File: src/rtl/fifo_uart_tx.sv
// fifo_uart_tx
//   Dequeue-side consumer for the team fifo. Pops one WIDTH-bit word over a
//   valid/ready handshake and sends it as WIDTH/8 back-to-back 8N1 UART
//   frames, least-significant byte first, each bit LSB first.
//
// Ports
//   clk         system clock, all state changes on posedge
//   rst         synchronous, active-high reset
//   in_data     word to transmit, sampled only on the handshake edge
//   in_valid    producer has a word (fifo deq_valid)
//   in_ready    block can accept a word (fifo deq_ready)
//   serial_out  UART TX line, idle high, driven from a register
//   busy        high while a word is being transmitted
//
// Handshake: a word transfers on the posedge where in_valid && in_ready.
// in_ready is a function of state and rst only, never of in_valid, so there
// is no combinational path from in_valid to in_ready. The producer keeps
// in_valid/in_data stable until the transfer; the block never drops or
// duplicates a word, and in_valid while busy is simply not consumed.
module fifo_uart_tx #(
  parameter int WIDTH      = 32,
  parameter int CLOCK_FREQ = 125_000_000,
  parameter int BAUD_RATE  = 115_200
) (
  input  logic             clk,
  input  logic             rst,
  input  logic [WIDTH-1:0] in_data,
  input  logic             in_valid,
  output logic             in_ready,
  output logic             serial_out,
  output logic             busy
);

  localparam int BYTES            = WIDTH / 8;
  localparam int SYMBOL_EDGE_TIME = CLOCK_FREQ / BAUD_RATE;
  localparam int CNT_W            = (SYMBOL_EDGE_TIME > 1) ? $clog2(SYMBOL_EDGE_TIME) : 1;
  localparam int BYTE_W           = (BYTES > 1) ? $clog2(BYTES) : 1;

  localparam logic [CNT_W-1:0]  CNT_LAST  = CNT_W'(SYMBOL_EDGE_TIME - 1);
  localparam logic [BYTE_W-1:0] BYTE_LAST = BYTE_W'(BYTES - 1);

  typedef enum logic [1:0] {
    IDLE  = 2'd0,
    START = 2'd1,
    DATA  = 2'd2,
    STOP  = 2'd3
  } state_t;

  state_t            state;
  logic [CNT_W-1:0]  cnt;
  logic [2:0]        bit_idx;
  logic [BYTE_W-1:0] byte_idx;
  logic [WIDTH-1:0]  word_q;
  logic              serial_q;

  // Bit period ends on the last cycle of the symbol counter.
  logic bit_done;
  assign bit_done = (cnt == CNT_LAST);

  assign in_ready   = (state == IDLE) && !rst;
  assign busy       = (state != IDLE);
  assign serial_out = serial_q;

  // word_q is used as a right-shift register: bit 0 is always the next data
  // bit to send. After the eighth shift of a frame the following byte sits
  // in [7:0], so no byte/bit index is needed to select the output bit.
  always_ff @(posedge clk) begin
    if (rst) begin
      state    <= IDLE;
      serial_q <= 1'b1;
      cnt      <= '0;
      bit_idx  <= '0;
      byte_idx <= '0;
      word_q   <= '0;
    end else begin
      case (state)
        IDLE: begin
          serial_q <= 1'b1;
          // in_ready is implied here: state is IDLE and rst is low.
          if (in_valid) begin
            word_q   <= in_data;
            state    <= START;
            serial_q <= 1'b0;
            cnt      <= '0;
            bit_idx  <= '0;
            byte_idx <= '0;
          end
        end

        START: begin
          if (bit_done) begin
            cnt      <= '0;
            state    <= DATA;
            serial_q <= word_q[0];
          end else begin
            cnt <= cnt + CNT_W'(1);
          end
        end

        DATA: begin
          if (bit_done) begin
            cnt    <= '0;
            word_q <= word_q >> 1;
            if (bit_idx == 3'd7) begin
              bit_idx  <= '0;
              state    <= STOP;
              serial_q <= 1'b1;
            end else begin
              bit_idx  <= bit_idx + 3'd1;
              serial_q <= word_q[1];
            end
          end else begin
            cnt <= cnt + CNT_W'(1);
          end
        end

        STOP: begin
          if (bit_done) begin
            cnt <= '0;
            if (byte_idx == BYTE_LAST) begin
              // Word finished; IDLE lands exactly BYTES*10 bit times after
              // the accepting edge.
              byte_idx <= '0;
              state    <= IDLE;
              serial_q <= 1'b1;
            end else begin
              // Next start bit directly follows this stop bit, no gap.
              byte_idx <= byte_idx + BYTE_W'(1);
              state    <= START;
              serial_q <= 1'b0;
            end
          end else begin
            cnt <= cnt + CNT_W'(1);
          end
        end

        default: begin
          state    <= IDLE;
          serial_q <= 1'b1;
        end
      endcase
    end
  end

endmodule

File: config.mk
export PLATFORM = sky130hd
export DESIGN_NAME = fifo_uart_tx
export DESIGN_NICKNAME = d
export VERILOG_FILES = /design/src/rtl/fifo_uart_tx.sv
export SDC_FILE = /design/constraint.sdc
export NUM_CORES = 1
export LEC_CHECK = 0
export ABC_AREA = 0
export BUFFER_PORTS_ARGS = -buffer_cell sky130_fd_sc_hd__clkbuf_2
export CAP_MARGIN = 10
export CORE_MARGIN = 5
export CORE_UTILIZATION = 25
export DETAILED_ROUTE_END_ITERATION = 6
export SLEW_MARGIN = 10
export SYNTH_ARGS = -nofsm -noshare
export SYNTH_HDL_FRONTEND = slang
export SYNTH_SLANG_ARGS = --single-unit
File: constraint.sdc
create_clock -name clk -period 4.1 [get_ports clk]
set_input_delay 0.615 -clock clk [delete_from_list [all_inputs] [get_ports clk]]
set_output_delay 0.615 -clock clk [all_outputs]
set_load 0.02 [all_outputs]
==> results.sh <==
export IMPL_run_status="finished, final reports clean"
export IMPL_setup_worst_path_start_class="flip-flop"
export IMPL_hold_class="reg2reg"
export IMPL_total_clock_buffers_created_by_cts=5
export IMPL_post_synth_top_area_fraction_pct=39.1
export IMPL_ff2ff_setup_slack_ns=0.94
export IMPL_drv_cap=0
export IMPL_antenna_violating_nets_post_route=0
export IMPL_max_vdd_ir_drop_mv=0.384
export IMPL_maximum_root_to_sink_buffer_count=2
export IMPL_final_fill_count=1117
export IMPL_path_class="reg2reg"
export IMPL_slowest_delay_ns=0.93
export IMPL_grt_setup_unrepaired="false"
export IMPL_cts_hold_buf=0
export IMPL_critPathBufInv=3
export IMPL_netlist_area_before_placement_sq_mm=0.00261
export IMPL_number_of_standard_cells_after_synthesis=283
export IMPL_syn_to_final_growth_pct=16.0
export IMPL_power_density_mw_per_mm2=720
export IMPL_clock_tree_root_cell="sky130_fd_sc_hd__clkbuf_8"
export IMPL_placed_cells_incl_taps=438
export IMPL_netlist_top_cell_by_area="sky130_fd_sc_hd__dfxtp_1"
export IMPL_combinational_family_with_the_most_area_after_synthesis="compound AO/OA/AOI/OAI gates"
export IMPL_final_cells=446
export IMPL_crit_chain="inv_1 > ha_2 > inv_1 > a21oi_2 > buf_4 > a21oi_1 > a211oi_1"
export IMPL_tightest_slew_ns=1.06
export IMPL_first_iter_violations=137
export IMPL_critPathMaxFanout=36
export IMPL_fp_row_count=37
export IMPL_timing_clock_skew_ns=0.0108
export IMPL_post_cts_setup_buffer_count=0
export IMPL_fmax_mhz=317
export IMPL_timing_critical_path_max_delay_family="compound AO/OA/AOI/OAI gates"
export IMPL_core_util_final_pct=29.5
export IMPL_endpoints_failing_hold=0
export IMPL_cp_end_kind="flip-flop"
export IMPL_crit_required_ns=4.29
export IMPL_grt_ovfl_total=0
export IMPL_number_of_global_route_vias_before_repair=2150
export IMPL_main_synth_ff_type="sky130_fd_sc_hd__dfxtp_1"
export IMPL_synthesis_nets=328
export IMPL_setup_tns_ns=0
export IMPL_grt_start_max_net_pins=51
export IMPL_pins_over_their_slew_limit=0
export IMPL_global_route_usage_met3_pct=2.32
export IMPL_final_nets=354
export IMPL_tritoncts="built"
export IMPL_drive_above_1_share_pct=19.0
export IMPL_gp_routability_congestion=0.739
export IMPL_drc=0
export IMPL_placement_io_buffers=37
export IMPL_post_cts_resized=0
export IMPL_synth_area_mux_share_pct=12.3
export IMPL_compound_cell_area_share_of_the_yosys_netlist_pct=26.2
export IMPL_grt_use_met2_pct=15.2
export IMPL_synth_edf_count=0
export IMPL_yosys_cell_types=40
export IMPL_busiest_layer="met2"
export IMPL_antennaDiodeCount=0
export IMPL_die_area_sq_mm=0.0126
export IMPL_synthTopCellsByArea="sky130_fd_sc_hd__dfxtp_1, sky130_fd_sc_hd__mux2i_1, sky130_fd_sc_hd__a211oi_1"
export IMPL_wirelength_um=6010
export IMPL_parity_gate_share_of_the_synthesized_area_counting_xor_and_xnor_cells_pct=0.335
export IMPL_crit_top_cell="sky130_fd_sc_hd__inv_1"
export IMPL_floorplan_die_height_um=112
export IMPL_gr_usage_all_layers_pct=9.64
export IMPL_fp_coreArea_sq_mm=0.0103
export IMPL_synth_adder_area_share_pct=4.79
export IMPL_wire_length_of_the_first_global_routing_pass_um=10300
export IMPL_dp_final_hpwl_um=4160
export IMPL_wirelength_per_cell_um=13.5
export IMPL_setup_viol_count_final=0
export IMPL_synth_simple_gate_area_share_pct=12.2
export IMPL_cp_slowest_cell="sky130_fd_sc_hd__ha_2"
export IMPL_tritoncts_num_sinks=51
export IMPL_drtPass1Iterations=7
export IMPL_count_of_vias_placed_by_the_detailed_router=2183
export IMPL_effective_utilization_at_floorplan_pct=25.4
export IMPL_synth_async_sr_flop_share_pct=0
export IMPL_static_leakage_power_nw=1.07
export IMPL_worst_endpoint_arrival_ns=3.35
export IMPL_clock_latency_ns=0.30
export IMPL_grt_antenna_before_repair=0
export IMPL_timing_final_crit_period_ns=3.16
export IMPL_finalHoldWorstSlack_ns=0.479
export IMPL_ys_warn_count=0
export IMPL_use_met1_pct=13.0
export IMPL_num_io_pins=38
export IMPL_cts_max_level=2
export IMPL_post_synth_cell_area_avg_sq_um=9.23
export IMPL_post_layout_total_power_w=0.00218
export IMPL_flip_flop_and_latch_count_after_synthesis=51
export IMPL_die_w_um=112
export IMPL_period_share_pct=77.0
export IMPL_clk_pin_slew_worst_paths_ns=0.09
export IMPL_slew_headroom_pct=29.3
export IMPL_vias_per_cell=4.89
export IMPL_seq_area_frac_synth_pct=39.1
## per-layer routing
layer | vias to the layer above | wire, um
li1 | 1118 | -
met1 | 1018 | 2850
met2 | 40 | 2850
met3 | 7 | 224
met4 | 0 | 88
met5 | - | 0
## sequential cells by signal (all words and copies together) (netlist names)
register / cells
cnt: 11
word_q: 32
byte_idx: 2
serial_out: 1
bit_idx: 3
state: 2
## cells by family after synthesis
logic type / Yosys count
fa+ha+maj: 10
flops: 51
simple gates: 54
xor+xnor: 1
mux: 32
compound gates: 105
buf+inv: 30
## layout make-up
cell class                      instances  area, sq um  area share [%]
Clock inverter                          2         60.1            1.98
Tap cell                              136          170            5.61
Sequential cell                        51         1020            33.7
Inverter                                9         33.8            1.11
Clock buffer                            6         72.6            2.39
Timing Repair Buffer                   40          208            6.85
Multi-Input combinational cell        202         1470            48.4
## Yosys cell counts, types with 2 or more instances
| library cell | n |
|---|---|
| sky130_fd_sc_hd__a31oi_1 | 4 |
| sky130_fd_sc_hd__inv_1 | 8 |
| sky130_fd_sc_hd__a211oi_1 | 33 |
| sky130_fd_sc_hd__o21ai_0 | 11 |
| sky130_fd_sc_hd__nand3_1 | 8 |
| sky130_fd_sc_hd__buf_4 | 2 |
| sky130_fd_sc_hd__mux2i_1 | 32 |
| sky130_fd_sc_hd__nor2b_1 | 2 |
| sky130_fd_sc_hd__o211ai_1 | 2 |
| sky130_fd_sc_hd__nand4_1 | 7 |
| sky130_fd_sc_hd__nand2_1 | 8 |
| sky130_fd_sc_hd__or4_1 | 2 |
| sky130_fd_sc_hd__dfxtp_1 | 51 |
| sky130_fd_sc_hd__or3_1 | 3 |
| sky130_fd_sc_hd__nand2b_1 | 7 |
| sky130_fd_sc_hd__a21oi_1 | 45 |
| sky130_fd_sc_hd__nor3_1 | 4 |
| sky130_fd_sc_hd__buf_2 | 11 |
| sky130_fd_sc_hd__nor2_1 | 6 |
| sky130_fd_sc_hd__ha_1 | 10 |
| sky130_fd_sc_hd__clkbuf_1 | 8 |
## per-stage QoR
| stage | worst slack [ns] | area, sq um |
|---|---|---|
| after floorplan | 2.12 | 2610 |
| after detailed placement | 0.923 | 2900 |
| after global routing | 0.669 | 3030 |
| after global placement | 1.03 | 2900 |
| after CTS | 0.892 | 3030 |
| final | 0.944 | 3030 |
## where the power goes
part	internal, W	leakage, nW	switching, W
Clock	0.000244	0.0654	0.000166
Sequential	0.000643	0.420	0.0000858
Combinational	0.000418	0.587	0.000628
Total	0.00130	1.07	0.000879
## cells in the final DEF, fill, tap and decap left out, types with 2 or more instances in the layout
| master | instances |
|---|---|
| sky130_fd_sc_hd__mux2i_1 | 32 |
| sky130_fd_sc_hd__nand4_1 | 7 |
| sky130_fd_sc_hd__nor2b_1 | 2 |
| sky130_fd_sc_hd__nand2_1 | 8 |
| sky130_fd_sc_hd__buf_4 | 3 |
| sky130_fd_sc_hd__nor3_1 | 4 |
| sky130_fd_sc_hd__nand2b_1 | 7 |
| sky130_fd_sc_hd__nand3_1 | 8 |
| sky130_fd_sc_hd__clkbuf_2 | 37 |
| sky130_fd_sc_hd__a31oi_1 | 4 |
| sky130_fd_sc_hd__dfxtp_1 | 51 |
| sky130_fd_sc_hd__or3_1 | 3 |
| sky130_fd_sc_hd__inv_1 | 8 |
| sky130_fd_sc_hd__a21oi_1 | 44 |
| sky130_fd_sc_hd__or4_1 | 2 |
| sky130_fd_sc_hd__clkbuf_8 | 5 |
| sky130_fd_sc_hd__bufinv_16 | 2 |
| sky130_fd_sc_hd__a211oi_1 | 33 |
| sky130_fd_sc_hd__o211ai_1 | 2 |
| sky130_fd_sc_hd__ha_1 | 9 |
| sky130_fd_sc_hd__o21ai_0 | 11 |
| sky130_fd_sc_hd__nor2_1 | 5 |
## path summary, 6_finish.rpt
check                                              from                       to  cells after the start
worst max register to register    state[0]$_SDFFE_PP0P_  word_q[25]$_SDFFE_PP0P_                      7
worst max-delay path              state[0]$_SDFFE_PP0P_  word_q[25]$_SDFFE_PP0P_                      7
worst min register to register  serial_out$_SDFFE_PP1P_  serial_out$_SDFFE_PP1P_                      1
worst min-delay path            serial_out$_SDFFE_PP1P_  serial_out$_SDFFE_PP1P_                      1
No activity file was read; power rests on OpenSTA's default activity.
